`src/rtl/instruction_memory_loader.sv`:
```
// instruction_memory_loader
//   Byte-stream program loader. Receives a little-endian 16-bit word count N
//   followed by N instruction words (INST_W/8 bytes each, LSB first), writes
//   them to the instruction memory write port, and holds the core in reset
//   until a complete image has been written.
//
// Ports
//   clk               system clock, rising edge
//   reset_n           asynchronous active-low reset
//   load_start        single-cycle request to begin a load (IDLE/DONE/ERROR only)
//   rx_data/rx_valid  incoming byte stream
//   rx_ready          byte accepted on cycles where rx_valid && rx_ready
//   imem_write_addr   instruction memory write address
//   imem_write_data   instruction word to write
//   imem_write_enable one-cycle write strobe per word
//   core_reset_n      active-low core reset, released only after a good load
//   busy/done/error   load status
module instruction_memory_loader #(
  parameter int INST_W         = 16,
  parameter int I_ADDR_W       = 12,
  parameter int I_MEMORY_DEPTH = 1 << I_ADDR_W
) (
  input  logic                clk,
  input  logic                reset_n,
  input  logic                load_start,
  input  logic [7:0]          rx_data,
  input  logic                rx_valid,
  output logic                rx_ready,
  output logic [I_ADDR_W-1:0] imem_write_addr,
  output logic [INST_W-1:0]   imem_write_data,
  output logic                imem_write_enable,
  output logic                core_reset_n,
  output logic                busy,
  output logic                done,
  output logic                error
);

  localparam int BYTES = INST_W / 8;
  localparam int BC_W  = (BYTES > 1) ? $clog2(BYTES) : 1;
  localparam logic [BC_W-1:0] LAST_BYTE = BC_W'(BYTES - 1);
  localparam logic [31:0]     DEPTH_U   = 32'(I_MEMORY_DEPTH);

  typedef enum logic [2:0] {
    S_IDLE, S_LEN_LO, S_LEN_HI, S_INST, S_WRITE, S_DONE, S_ERROR
  } state_t;

  state_t              state, state_nxt;
  logic [15:0]         len;
  logic [15:0]         word_cnt;
  logic [I_ADDR_W-1:0] addr;
  logic [BC_W-1:0]     byte_cnt;
  logic [INST_W-1:0]   word_buf;
  logic                accept;
  logic [15:0]         len_rx;
  logic                last_word;

  assign accept    = rx_valid && rx_ready;
  // Full length as it will be once the high byte currently on rx_data lands.
  assign len_rx    = {rx_data, len[7:0]};
  assign last_word = (word_cnt == len - 16'd1);

  assign imem_write_addr = addr;
  assign imem_write_data = word_buf;

  always_comb begin
    state_nxt         = state;
    rx_ready          = 1'b0;
    busy              = 1'b0;
    done              = 1'b0;
    error             = 1'b0;
    core_reset_n      = 1'b0;
    imem_write_enable = 1'b0;
    case (state)
      S_IDLE: begin
        if (load_start) state_nxt = S_LEN_LO;
      end
      S_LEN_LO: begin
        rx_ready = 1'b1;
        busy     = 1'b1;
        if (accept) state_nxt = S_LEN_HI;
      end
      S_LEN_HI: begin
        rx_ready = 1'b1;
        busy     = 1'b1;
        if (accept) begin
          if (len_rx == 16'd0)                 state_nxt = S_DONE;
          else if ({16'd0, len_rx} > DEPTH_U)  state_nxt = S_ERROR;
          else                                 state_nxt = S_INST;
        end
      end
      S_INST: begin
        rx_ready = 1'b1;
        busy     = 1'b1;
        if (accept && byte_cnt == LAST_BYTE) state_nxt = S_WRITE;
      end
      S_WRITE: begin
        busy              = 1'b1;
        imem_write_enable = 1'b1;
        state_nxt         = last_word ? S_DONE : S_INST;
      end
      S_DONE: begin
        done         = 1'b1;
        core_reset_n = 1'b1;
        if (load_start) state_nxt = S_LEN_LO;
      end
      S_ERROR: begin
        error = 1'b1;
        if (load_start) state_nxt = S_LEN_LO;
      end
      default: state_nxt = S_IDLE;
    endcase
  end

  always_ff @(posedge clk or negedge reset_n) begin
    if (!reset_n) begin
      state    <= S_IDLE;
      len      <= '0;
      word_cnt <= '0;
      addr     <= '0;
      byte_cnt <= '0;
      word_buf <= '0;
    end else begin
      state <= state_nxt;
      case (state)
        S_IDLE, S_DONE, S_ERROR: begin
          if (load_start) begin
            word_cnt <= '0;
            addr     <= '0;
            byte_cnt <= '0;
          end
        end
        S_LEN_LO: if (accept) len[7:0]  <= rx_data;
        S_LEN_HI: if (accept) len[15:8] <= rx_data;
        S_INST: begin
          if (accept) begin
            word_buf[{byte_cnt, 3'b000} +: 8] <= rx_data;
            byte_cnt <= (byte_cnt == LAST_BYTE) ? '0 : byte_cnt + BC_W'(1);
          end
        end
        S_WRITE: begin
          // Address holds at N-1 after the final word instead of stepping past it.
          if (!last_word) begin
            word_cnt <= word_cnt + 16'd1;
            addr     <= addr + I_ADDR_W'(1);
          end
        end
        default: ;
      endcase
    end
  end

endmodule

```
`config.mk`:
```
export PLATFORM = sky130hd
export DESIGN_NAME = instruction_memory_loader
export DESIGN_NICKNAME = d
export VERILOG_FILES = /design/src/rtl/instruction_memory_loader.sv
export SDC_FILE = /design/constraint.sdc
export NUM_CORES = 1
export LEC_CHECK = 0
export CORE_UTILIZATION = 51
export CTS_CLUSTER_SIZE = 12
export DETAILED_ROUTE_END_ITERATION = 10
export PLACE_DENSITY_LB_ADDON = 0.05
export SYNTH_ARGS = -nofsm -noshare
export SYNTH_HDL_FRONTEND = slang
export SYNTH_SLANG_ARGS = --single-unit
```
`constraint.sdc`:
```
create_clock -name clk -period 2.37 [get_ports clk]
set_input_delay 0.237 -clock clk [delete_from_list [all_inputs] [get_ports clk]]
set_output_delay 0.237 -clock clk [all_outputs]
set_load 0.05 [all_outputs]
```
==> run summary <==
Max capacitance violation total - 0
Commonest cells after routing, fill and taps aside - buf_4, dfrtp_1, clkdlybuf4s50_1, mux2_2, nand2_1
Largest net degree at the start of global routing - 29
Clk sink count - 64
Violated checks - negative setup slack
Reg2reg start - len[0]
Most common cell after layout, fill and taps aside - buf_4
Async SR Flop Fraction - 100%
Total of fill cells in the finished design - 507
Slew Limit Fails - 0
Critical path startpoint category - flip-flop
Area taken by multi-input logic gates - 0.00229 mm2
Synthesis-to-layout area growth - 37.6%
Final setup vio count - 30
Startpoint of the worst setup timing path - len[0]
Fraction of final layout cells with drive strength greater than 1 - 33.9%
Number of CTS-inserted buffers - 9
Drt via density - 5.87
# placed instances - 553
Die area - 0.00771 mm2
Slew @ Worst Pin - 681 ps
1st-pass router iterations - 4
Clock tree from TritonCTS - built
Total Wirelength - 9990 um
Data arrival at the endpoint of the critical path - 2860 ps
Starting density of the core - 54.1%
Overall Global Routing Usage - 27.9%
GP Congestion - 0.771
Count of port buffers added during placement - 45
Core Rows - 30
Maximum achievable frequency - 386 MHz
Ant. Diodes - 0
Max_slew headroom - 54.6%
Reg-to-reg slack, setup - -220 ps
Sequential element share of the synthesized area - 42.6%
Number of distinct library cells after synthesis - 56
Min Clock Period, post-route - 2590 ps
Run status - complete, but fails checks
WL per Instance - 17.0 um
Core outline area - 0.00694 mm2
Clock skew after layout - 10.3 ps
Number of antenna violations at the first check in global routing - 0
Vertical extent of the die - 87.8 um
Yosys warning count - 0
Commonest register cell after synthesis - dfrtp_1
Total of flip-flops plus latches after synthesis - 64
WHS - 458 ps
Longest Clk Path Bufs - 2
Number of nets with antenna violations after detailed routing - 0
H-tree Lvls - 3
Clock-pin slew on the worst setup and hold paths - 80 ps
WP data required - 2640 ps
Sequential Area - 0.00160 mm2
Reg-to-Reg End - word_cnt[13]
Element type at the critical path end - flip-flop
Peak supply drop - 887 uV
Cell depth of the worst flop-to-flop path - 11
Final worst-path cycle share - 109%
Area of all placed cells without fillers - 0.00517 mm2
Post-Synthesis Cell Area - 0.00376 mm2
Number of flops mapped to enable cells by yosys - 0
Via count of the first global-routing pass - 3,275
Post-detailed-route DRC marker count - 0
Hold crit path type - in -> async
Unrepaired setup endpoints after global routing - true
Fraction of the core area covered by cells at the end of the flow - 74.4%
Fin. Hold Viols - 0
Setup crit end - word_cnt[13]
Power per standard cell area - 1150 mW/mm2
Final nets - 504
Placed instance area - 0.00460 mm2
Leak - 2.19 nW
Overflow left after global routing - 0
Clock latency reported for the late side of the worst-skew pair - 340 ps
Wire length of the first global-routing pass - 16,400 um
Floorplan die width - 87.8 um
Total via count in the routed design - 3,456
Syn Area/Cell - 9.83 um2
Num ports - 46
Total nets after synthesis - 398
Total chip power - 5.96 mW
Post-Place Setup Slack - -206 ps
Final HPWL DP - 6610 um
Biggest fanout along the worst timing path - 7
Non-filler instance count after layout - 589
Smallest setup slack after layout - -222 ps
Root buf cell - clkbuf_8
Crit Path Class - reg -> reg
Iter 0 DRT Violations - 237
Mapped Cells - 382
Post-route setup TNS - -4950 ps
-- sequential cells by signal, indices dropped and copies added (netlist names) --
| signal | cells |
|---|---|
| imem_write_addr | 12 |
| len | 16 |
| state | 3 |
| word_cnt | 16 |
| imem_write_data | 16 |
| byte_cnt | 1 |
-- Yosys cell counts, types with 3 or more instances --
master	n	area share, %
xor2_1	11	2.6
o211ai_1	3	0.60
buf_6	3	0.90
a21oi_1	27	3.6
nand2b_1	8	1.3
nand3b_1	3	0.60
o31ai_1	7	1.4
ha_1	4	1.3
and2_1	5	0.83
nor3b_1	4	0.80
or4_1	7	1.4
dfrtp_1	64	43
nand4_1	11	1.8
clkbuf_1	10	1.0
or3_1	11	1.8
o21ai_0	12	1.6
nand2_1	29	2.9
nor4_1	3	0.50
nor2_1	15	1.5
and3_1	12	2.0
nand3_1	19	2.5
nor3_1	12	1.6
o21ai_1	14	1.9
xnor2_1	12	2.8
inv_1	6	0.60
nand4b_1	3	0.70
mux2_2	30	9.0
-- power breakdown --
part	switching [mW]	total (mW)	internal [mW]
combinational	1.83	3.31	1.49
sequential	0.306	1.70	1.39
clock	0.460	0.945	0.485
-- routing by layer --
metal | vias to the layer above | global-route usage [%] | wire, um
li1 | 1635 | - | -
met1 | 1723 | 38.2 | 4500
met2 | 88 | 45.9 | 4970
met3 | 10 | 3.96 | 396
met4 | 0 | 8.94 | 116
met5 | - | 0 | 0
-- final cells by class --
class / instances / area share [%]
flip-flops and latches: 64 / 31.0
well taps: 96 / 2.32
multi-input cells: 298 / 44.4
clock inverters: 7 / 1.40
inverters: 7 / 0.508
clock buffers: 9 / 2.40
repair buffers: 108 / 17.9
-- worst max-delay path: stages, from the launching register on --
cell and delay, ps:
dfrtp_1 430, inv_2 100, ha_4 140, nor4b_4 270
and2_4 230, buf_4 110, o2111ai_2 90, nand2b_4 160
and3_4 180, and2_4 190, or4_1 460, a21oi_1 150
-- worst min path at each step --
stage | cells past startpoint | to
6_report | 2 | byte_cnt
5_1_grt | 1 | imem_write_data[3]
4_1_cts | 2 | byte_cnt
3_5_place_dp | 1 | byte_cnt
3_3_place_gp | 1 | byte_cnt
2_1_floorplan | 0 | byte_cnt
-- cells by family after synthesis --
| kind of cell | count (synthesis) | share of synthesized area [%] |
|---|---|---|
| AO/OA/AOI/OAI | 81 | 13.7 |
| buffers and inverters | 24 | 3.26 |
| multiplexers | 34 | 10.1 |
| flip-flops | 64 | 42.6 |
| adder cells (fa/ha/maj) | 4 | 1.33 |
| AND/OR/NAND/NOR | 152 | 23.6 |
| XOR/XNOR | 23 | 5.36 |
-- what timing repair did --
item / in CTS / in global routing
resized for setup: 34 / 16
pin swaps: 26 / 20
endpoints found under the setup margin: 30 / 30
buffers inserted: 6 / 9
hold buffers: 1 / 0
hold endpoints to repair: 26 / 0
gates cloned: 4 / 0
(Power assumes the default switching activity.)
==> RTL change 1, RTL diff (same settings) <==
Set the parameter `I_ADDR_W` to 13 (it was 12).
--- a/src/rtl/instruction_memory_loader.sv
+++ b/src/rtl/instruction_memory_loader.sv
@@ -17,7 +17,7 @@
 //   busy/done/error   load status
 module instruction_memory_loader #(
   parameter int INST_W         = 16,
-  parameter int I_ADDR_W       = 12,
+  parameter int I_ADDR_W       = 13,
   parameter int I_MEMORY_DEPTH = 1 << I_ADDR_W
 ) (
   input  logic                clk,
Interface: changed (resized imem_write_addr); port bits go from 46 to 47. No check against the original RTL was run, so the function may have changed too.
==> RTL change 1 against the unedited design <==
  * The run still ends with setup timing left
  * Wire length up 5.1%
  * Worst setup slack got worse by 370 ps
  * Total power is 9.1% higher
  * Synthesized area grew 1.5%
  * Design area grew 4.3%
  * Critical path depth decreased by 1
  * Sequential cell count is 1 higher
  * Synthesized cell count is 0.52% lower
==> RTL change 1: results (changes against the unedited design) <==
outcome=finished, violations left; failing checks=setup timing; first-pass GRT wire length=16300 um (-0.97%); final hold slack=400 ps (-58.7 ps); Worst R2R Path Depth=10 (-1); leak pwr=2.29 nW (+4.4%); Setup WS pre-CTS=-556 ps (-350 ps); vias in the first global route=3314 (+1.2%); Worst EP arrival=3240 ps (+380 ps); fillcell total=529 (+4.3%); layout cells sized above 1=0.378 (+0.0397); Post-Layout Inst Area=5390 um^2 (+4.3%); Routed WL per cell=17.5 um (+3.0%); Post-synth top cells=65 x dfrtp_1, 31 x mux2_2, 28 x nand2_1, 19 x nand3_1, 18 x a21oi_1; postcts setup bufs=10 (+4); post-synthesis adder-cell area fraction=0.00984 (-0.00348); Worst Skew=11.0 ps (+0.668 ps); crit-path max cell delay=550 ps (+90 ps); register area share after synthesis=0.427 (about the same); met1 Track Usage GR=0.368 (-0.0146); drt total wl=10500 um (+5.1%); Detailed Place HPWL=7230 um (+9.3%); initial drt markers=140 (-41%); placed cell areas=4740 um^2 (+3.0%); synth unique cells=67 (+20%); final worst-path setup slack=-593 ps (-371 ps); final setup violating endpoints=31 (+3.3%); Syn Inst Count=380 (-0.52%)
==> RTL change 1: layout make-up <==
cell class / count / share of cell area
Clock buffer: 9 / 0.0230
Clock inverter: 7 / 0.0153
Inverter: 16 / 0.0111
Multi-Input combinational cell: 276 / 0.407
Sequential cell: 65 / 0.302
Tap cell: 99 / 0.0230
Timing Repair Buffer: 129 / 0.219
==> RTL change 1: per-layer routing <==
metal / share of wire / routed length [um] / vias to the layer above
met2: 0.49 / 5140 / 74
met3: 0.035 / 366 / 25
met4: 0.020 / 213 / 0
met5: 0 / 0 / -
li1: - / - / 1646
met1: 0.45 / 4770 / 1743
==> RTL change 1: power by group through the flow <==
stage / logic, mW / clock network [mW] / registers (mW)
6_report: 3.80 / 1.00 / 1.70
5_1_grt: 4.03 / 1.07 / 1.74
4_1_cts: 3.60 / 1.02 / 1.69
3_5_place_dp: 3.38 / 0 / 1.71
3_3_place_gp: 3.31 / 0 / 1.70
2_1_floorplan: 1.58 / 0 / 2.23
==> RTL change 2, RTL diff (same settings) <==
Made on the original files. Re-encode `state_t` (7 states) as one-hot, 7 bits wide.
--- a/src/rtl/instruction_memory_loader.sv
+++ b/src/rtl/instruction_memory_loader.sv
@@ -40,8 +40,8 @@
   localparam logic [BC_W-1:0] LAST_BYTE = BC_W'(BYTES - 1);
   localparam logic [31:0]     DEPTH_U   = 32'(I_MEMORY_DEPTH);
 
-  typedef enum logic [2:0] {
-    S_IDLE, S_LEN_LO, S_LEN_HI, S_INST, S_WRITE, S_DONE, S_ERROR
+  typedef enum logic [6:0] {
+    S_IDLE = 7'b0000001, S_LEN_LO = 7'b0000010, S_LEN_HI = 7'b0000100, S_INST = 7'b0001000, S_WRITE = 7'b0010000, S_DONE = 7'b0100000, S_ERROR = 7'b1000000
   } state_t;
 
   state_t              state, state_nxt;
Check against the original RTL: no difference found for any inputs over 10 cycles, from zero or initial values and one cycle with reset_n low; not proved beyond that.
==> RTL change 2 against the unedited design <==
  * The flow still finishes with violations (setup timing)
  * Sequential cell count is 4 higher
  * Hold slack improved by 18 ps
  * Sequential share of layout area up 2.4 points
  * Via count fell by 5.6%
  * Design area shrank 1.2%
  * Synthesized area grew 2.5%
  * Worst setup slack got worse by 57 ps
  * Wire length fell by 7.6%
  * Count of clock-buffer cells in the layout is 1 higher
  * Critical endpoint is now imem_write_addr[10]
  * Global-route usage shrank 2.8 points
  * Total power is 23% lower
==> RTL change 2: results (changes against the unedited design) <==
vias in the first global route=3089 (-5.7%); leak pwr=2.23 nW (+1.9%); M1 wire length=4390 um (-2.4%); Worst-Margin Slew=741 ps (+59.2 ps); gr usage total=0.252 (-0.0278); Power Total=4.59 mW (-23%); drt first pass iters=4 (unchanged); Fin Setup TNS=-6350 ps (-1400 ps); worst ir drop on vdd=0.953 mV (+7.5%); post-synthesis adder-cell area fraction=0.0156 (+0.00228); Syn Nets=406 (+2.0%); layout cells sized above 1=0.268 (-0.0711); fillcell total=604 (+19%); initial drt markers=154 (-35%); top post-synthesis cells by area=dfrtp_1 44%, mux2_2 7.6%, nand2_1 5.5%; largest net degree at the start of global routing=39 (+34%); Worst Skew=6.89 ps (-3.45 ps); Worst Hold Class=flop to flop; failing checks=setup timing; postcts setup bufs=2 (-4); crit-path max cell delay=610 ps (+150 ps); synth unique cells=62 (+11%); post-synthesis share of cell area spent on xor and xnor gates=0.0501 (-0.00357); final worst-path setup slack=-279 ps (-57.0 ps); met2 GRT Util=0.406 (-0.0525); area of the multi-input gates=2120 um^2 (-7.6%); Worst Path Max Fanout=37 (+30); Detailed Place HPWL=6670 um (+0.97%); number of vias in the routed layout=3264 (-5.6%); Slowest-stage cell, CP=or4_4; first-pass GRT wire length=14900 um (-9.0%); register area share after synthesis=0.442 (+0.0161); compound-cell area share of the yosys netlist=0.143 (+0.00614); GP Congestion=0.874 (+13%); P_sw=1.60 mW (-38%); placed cell areas=4760 um^2 (+3.5%); Combinational Power Share=0.419 (-0.137); fin nets=493 (-2.2%); outcome=finished, violations left; Clock group=1.15 mW (+22%); mux cell area share after synthesis=0.0865 (-0.0148); final setup violating endpoints=30 (unchanged)
RTL change 2: layout make-up:
type / instances / share of cell area
Timing Repair Buffer: 90 / 0.171
Sequential cell: 68 / 0.334
Tap cell: 99 / 0.0243
Clock buffer: 10 / 0.0250
Multi-Input combinational cell: 296 / 0.415
Inverter: 12 / 0.00882
Clock inverter: 6 / 0.0218
RTL change 2: path summary, 6_finish.rpt:
path / from / endpoint / slack (ps)
setup reg to reg: len[4] / imem_write_addr[10] / -280
min in group asynchronous: reset_n / word_cnt[4] / 490
max in group asynchronous: reset_n / state[0] / 1160
hold / removal: imem_write_data[15] / imem_write_data[15] / 480
hold reg to reg: imem_write_data[15] / imem_write_data[15] / 480
setup / recovery: len[4] / imem_write_addr[10] / -280
RTL change 2: logic make-up after synthesis:
family,after synthesis
simple gates,166
xor+xnor,22
fa+ha+maj,5
compound gates,73
flops,68
buf+inv,26
mux,30
